`src/rtl/mem_bus_arbiter.sv`:
```
// Shares one single-port memory bus between the instruction-fetch port and the
// data port, with data priority, bounded fetch starvation and a bus watchdog.
//
// state   | meaning
// --------+----------------------------------------------------------
// IDLE    | bus free, arbitrating between pending requests
// GRANT_D | data transaction driven on the bus, waiting for bus_ack
// GRANT_I | fetch transaction driven on the bus, waiting for bus_ack
// RESP    | completion ack presented to the requester for one cycle
module mem_bus_arbiter #(
    parameter int MAX_D_STREAK = 4,
    parameter int TIMEOUT      = 64
) (
    input  logic        clk,
    input  logic        rst,
    input  logic        if_req,
    input  logic [31:0] if_addr,
    output logic [31:0] if_rdata,
    output logic        if_ack,
    input  logic        d_req,
    input  logic        d_we,
    input  logic [3:0]  d_sel,
    input  logic [31:0] d_addr,
    input  logic [31:0] d_wdata,
    output logic [31:0] d_rdata,
    output logic        d_ack,
    output logic        bus_req,
    output logic        bus_we,
    output logic [3:0]  bus_sel,
    output logic [31:0] bus_addr,
    output logic [31:0] bus_wdata,
    input  logic [31:0] bus_rdata,
    input  logic        bus_ack,
    output logic        arb_pause,
    output logic        bus_err
);

    typedef enum logic [1:0] {
        IDLE    = 2'd0,
        GRANT_D = 2'd1,
        GRANT_I = 2'd2,
        RESP    = 2'd3
    } state_t;

    localparam logic [3:0] STREAK_MAX = 4'(MAX_D_STREAK);
    localparam int         WD_LAST    = (TIMEOUT == 0) ? 0 : TIMEOUT - 1;
    localparam logic [7:0] WD_LIMIT   = 8'(WD_LAST);
    localparam bit         WD_EN      = (TIMEOUT != 0);

    state_t      state_q, state_d;
    logic [3:0]  streak_q, streak_d;
    logic [7:0]  wd_cnt_q, wd_cnt_d;
    logic        bus_req_q, bus_req_d;
    logic        bus_we_q, bus_we_d;
    logic [3:0]  bus_sel_q, bus_sel_d;
    logic [31:0] bus_addr_q, bus_addr_d;
    logic [31:0] bus_wdata_q, bus_wdata_d;
    logic [31:0] if_rdata_q, if_rdata_d;
    logic [31:0] d_rdata_q, d_rdata_d;
    logic        if_ack_q, if_ack_d;
    logic        d_ack_q, d_ack_d;
    logic        bus_err_q, bus_err_d;

    logic        d_wins;
    logic        wd_hit;

    // Fetch only overtakes a pending data request once the streak limit is hit.
    assign d_wins = d_req && !(if_req && (streak_q == STREAK_MAX));
    assign wd_hit = WD_EN && (wd_cnt_q == WD_LIMIT);

    always_comb begin
        state_d     = state_q;
        streak_d    = streak_q;
        wd_cnt_d    = wd_cnt_q;
        bus_req_d   = bus_req_q;
        bus_we_d    = bus_we_q;
        bus_sel_d   = bus_sel_q;
        bus_addr_d  = bus_addr_q;
        bus_wdata_d = bus_wdata_q;
        if_rdata_d  = if_rdata_q;
        d_rdata_d   = d_rdata_q;
        if_ack_d    = 1'b0;
        d_ack_d     = 1'b0;
        bus_err_d   = 1'b0;

        case (state_q)
            IDLE: begin
                if (d_wins) begin
                    state_d     = GRANT_D;
                    bus_req_d   = 1'b1;
                    bus_we_d    = d_we;
                    bus_sel_d   = d_sel;
                    bus_addr_d  = d_addr;
                    bus_wdata_d = d_wdata;
                    wd_cnt_d    = 8'd0;
                    streak_d    = if_req ? streak_q + 4'd1 : 4'd0;
                end else if (if_req) begin
                    state_d     = GRANT_I;
                    bus_req_d   = 1'b1;
                    bus_we_d    = 1'b0;
                    bus_sel_d   = 4'b1111;
                    bus_addr_d  = if_addr;
                    bus_wdata_d = 32'd0;
                    wd_cnt_d    = 8'd0;
                    streak_d    = 4'd0;
                end
            end

            GRANT_D, GRANT_I: begin
                // A real ack takes precedence over a watchdog expiry in the same cycle.
                if (bus_ack) begin
                    state_d   = RESP;
                    bus_req_d = 1'b0;
                    bus_we_d  = 1'b0;
                    if (state_q == GRANT_I) begin
                        if_ack_d   = 1'b1;
                        if_rdata_d = bus_rdata;
                    end else begin
                        d_ack_d = 1'b1;
                        if (!bus_we_q) begin
                            d_rdata_d = bus_rdata;
                        end
                    end
                end else if (wd_hit) begin
                    state_d   = RESP;
                    bus_req_d = 1'b0;
                    bus_we_d  = 1'b0;
                    bus_err_d = 1'b1;
                    if (state_q == GRANT_I) begin
                        if_ack_d   = 1'b1;
                        if_rdata_d = 32'd0;
                    end else begin
                        d_ack_d = 1'b1;
                        if (!bus_we_q) begin
                            d_rdata_d = 32'd0;
                        end
                    end
                end else if (WD_EN) begin
                    wd_cnt_d = wd_cnt_q + 8'd1;
                end
            end

            RESP: begin
                state_d = IDLE;
            end

            default: begin
                state_d = IDLE;
            end
        endcase
    end

    always_ff @(posedge clk) begin
        if (rst) begin
            state_q     <= IDLE;
            streak_q    <= 4'd0;
            wd_cnt_q    <= 8'd0;
            bus_req_q   <= 1'b0;
            bus_we_q    <= 1'b0;
            bus_sel_q   <= 4'd0;
            bus_addr_q  <= 32'd0;
            bus_wdata_q <= 32'd0;
            if_rdata_q  <= 32'd0;
            d_rdata_q   <= 32'd0;
            if_ack_q    <= 1'b0;
            d_ack_q     <= 1'b0;
            bus_err_q   <= 1'b0;
        end else begin
            state_q     <= state_d;
            streak_q    <= streak_d;
            wd_cnt_q    <= wd_cnt_d;
            bus_req_q   <= bus_req_d;
            bus_we_q    <= bus_we_d;
            bus_sel_q   <= bus_sel_d;
            bus_addr_q  <= bus_addr_d;
            bus_wdata_q <= bus_wdata_d;
            if_rdata_q  <= if_rdata_d;
            d_rdata_q   <= d_rdata_d;
            if_ack_q    <= if_ack_d;
            d_ack_q     <= d_ack_d;
            bus_err_q   <= bus_err_d;
        end
    end

    assign bus_req   = bus_req_q;
    assign bus_we    = bus_we_q;
    assign bus_sel   = bus_sel_q;
    assign bus_addr  = bus_addr_q;
    assign bus_wdata = bus_wdata_q;
    assign if_rdata  = if_rdata_q;
    assign d_rdata   = d_rdata_q;
    assign if_ack    = if_ack_q;
    assign d_ack     = d_ack_q;
    assign bus_err   = bus_err_q;

    // Stall the pipeline while any requester is still waiting for its ack.
    assign arb_pause = (if_req & ~if_ack_q) | (d_req & ~d_ack_q);

endmodule

```
`config.mk`:
```
export PLATFORM = sky130hd
export DESIGN_NAME = mem_bus_arbiter
export DESIGN_NICKNAME = d
export VERILOG_FILES = /design/src/rtl/mem_bus_arbiter.sv
export SDC_FILE = /design/constraint.sdc
export NUM_CORES = 1
export LEC_CHECK = 0
export ABC_CLOCK_PERIOD_IN_PS = 2150
export BUFFER_PORTS_ARGS = -buffer_cell sky130_fd_sc_hd__buf_2
export CORE_MARGIN = 2
export CORE_UTILIZATION = 40
export DETAILED_ROUTE_END_ITERATION = 8
export HOLD_SLACK_MARGIN = 0.06
export PLACE_DENSITY = 0.81
export REMOVE_ABC_BUFFERS = 1
export SLEW_MARGIN = 10
export SYNTH_ARGS = -nofsm -noshare
export SYNTH_HDL_FRONTEND = slang
export SYNTH_SLANG_ARGS = --single-unit
```
`constraint.sdc`:
```
create_clock -name clk -period 2.15 [get_ports clk]
set_input_delay 0.1075 -clock clk [delete_from_list [all_inputs] [get_ports clk]]
set_output_delay 0.1075 -clock clk [all_outputs]
set_load 0.02 [all_outputs]
```
==> results.ini <==
[placement]
detailed_place_hpwl_um=12000
preCtsSetupSlack_ns=0.316
port_buffers=275
dp.cells=1106
post_dp_cell_area_mm2=0.00755
routabilityCongestion=0.849

[floorplanning]
start_util=0.412
die_w_um=127
core_area_mm2=0.0146
die-area_mm2=0.0161
die_h_um=127
ios=276
std_cell_rows=44

[route]
wl_per_cell_um=16.8
dr.pass1.iters=5
num_vias=6941
drcViolationCount=0
drt_first_iter_violations=436
wirelength_um=21500
final_antenna_net_count=0
vias_per_cell=5.44

[logic_synthesis]
synth-edff-count=0
synth.avg_cell_area_um2=8.79
syn_area_mm2=0.00603
synth-seq-cells=151
ys_types=47
yosysSeqAreaShare=0.501
synthFlopType=dfxtp_1
postSynth.asyncResetShare=0
synth_cells=686
yosys_warnings=0

[clock_network]
clk_path_buf_depth=2
cts_buffers=17
ctsResizeCount=0
cts.clk_slew.worst_paths_ns=0.07
post_cts_buffers=0
ctsHoldBuffers=136
cts_tree=done
clock_latency_ns=0.42
htreeDepth=4
cts.sinks=151
root_buffer=clkbuf_16

[power]
p_sw_frac=0.383
power.density_mw_per_mm2=1040
vdd_drop_max_v=0.000610
p_int_uw=6060
power.leakage_uw=0.00446
pwr-share-comb=0.349
p_seq_frac=0.361
clkPwrFrac=0.289
switching_power_uw=3770

[critical_path]
end_kind=register
critPathMaxFanout=47
worstSetupPathType=register to register
cp-start-kind=register
critPathArrivalTime_ns=2.25
rrSetupSlack_ns=0.22
required_ns=2.47

[sta]
tns_ns=0
relSlewSlack=0.706
period_share=0.897
rsz0062_at_grt=no
hold_viol=0
setup_violations=0
worst_pin_slew_ns=0.430
worst_slack_ns=0.221
drv_slew=0
fmax_mhz=518
fin_crit_ns=1.93
skew_ns=0.00885

[global_routing]
grt_use_total=0.261
grt-ovfl-total=0
antenna_found_initial=0
grt_max_degree=92
grt_pass1_vias=6878
grt_pass1_wl_um=33900

[hold_path]
hold_path_class=primary input to register

[cells_and_area]
finalInstanceArea_mm2=0.00948
final_nets=1221
instances_no_fill=1276
most-common-layout-cells=275 x buf_2, 175 x nand2_1, 151 x dfxtp_1
postLayoutCoreUtil=0.647
syn_to_final_growth_pct=57.1
drive_above_1_share=0.311
layout_commonest_cell=buf_2

[outcome]
status=finished clean

[job]
maxCapViolations=0

[worst max-delay path: stages, from the launching register on]
cell and delay, ns:
dfxtp_1 0.38, inv_1 0.07, ha_1 0.19, nand4b_1 0.12, and2_2 0.38, buf_12 0.27
nand2_1 0.14, a31oi_1 0.26
[per-stage QoR]
stage	hold slack (ns)	power [µW]
after floorplan	0.177	5490
after global placement	0.360	6650
after detailed placement	0.364	6710
after CTS	0.0798	9730
after global routing	0.121	10300
final	0.103	9830
[worst paths after layout]
| check | start | end | cells after the start |
|---|---|---|---|
| min | rst | if_ack | 2 |
| min reg2reg | bus_wdata[21] | bus_wdata[21] | 2 |
| max reg2reg | streak_q[0] | bus_addr[7] | 7 |
| max | streak_q[0] | bus_addr[7] | 7 |
[per-layer routing]
metal	share of wire	vias up	track usage
met5	0	-	0
met1	0.38	3197	0.296
li1	-	3210	-
met3	0.089	98	0.0768
met4	0.046	0	0.151
met2	0.48	436	0.439
[cells in the mapped netlist, drive strengths merged (2+ instances only)]
| cell type | instances | area (µm²) |
|---|---|---|
| a21oi | 45 | 225 |
| nor3b | 3 | 37.5 |
| mux2i | 34 | 340 |
| ha | 6 | 75.1 |
| o21ai | 44 | 220 |
| nand3 | 41 | 205 |
| nand4 | 6 | 43.8 |
| dfxtp | 151 | 3020 |
| nand2b | 2 | 12.5 |
| clkbuf | 29 | 109 |
| nand2 | 176 | 668 |
| dlymetal6s2s | 2 | 25.0 |
| buf | 27 | 168 |
| a32o | 32 | 320 |
| o311ai | 4 | 35.0 |
| a211oi | 3 | 22.5 |
| nor2b | 5 | 31.3 |
| nor2 | 10 | 40.0 |
| nor3 | 3 | 15.0 |
| a31oi | 34 | 213 |
| inv | 10 | 37.5 |
[state kept, by name (all words and copies together) (netlist names), 2 cells and up]
name / count
bus_addr: 32
streak_q: 4
bus_sel: 4
wd_cnt_q: 8
bus_wdata: 32
state_q: 2
d_rdata: 32
if_rdata: 32
[cells by family (layout without fill, tap and decap cells)]
| logic type | count (synthesis) | after routing | synth area share |
|---|---|---|---|
| adders and majority gates | 6 | 6 | 0.0124 |
| buffers and inverters | 68 | 472 | 0.0562 |
| DFF | 151 | 151 | 0.501 |
| and+or+nand+nor | 255 | 255 | 0.186 |
| AOI/OAI and AO/OA | 172 | 172 | 0.188 |
| muxes | 34 | 34 | 0.0564 |
| other | 0 | 2 | 0 |
[final cells by class]
class                   instances  area [µm²]
diodes                          2        5.00
clock buffers                  17         425
clock inverters                15         133
fillers                      1077        5160
inverters                      10        37.5
multi-input cells             467        2700
flip-flops and latches        151        3020
well taps                     184         230
repair buffers                430        2930
[power groups by stage]
stage / Sequential (µW) / Clock, µW / Combinational [µW]
4_1_cts: 3520 / 2870 / 3340
6_report: 3550 / 2840 / 3430
5_1_grt: 3590 / 3010 / 3700
2_1_floorplan: 4120 / 0 / 1370
3_3_place_gp: 3560 / 0 / 3090
3_5_place_dp: 3570 / 0 / 3140
(Power assumes the default switching activity.)
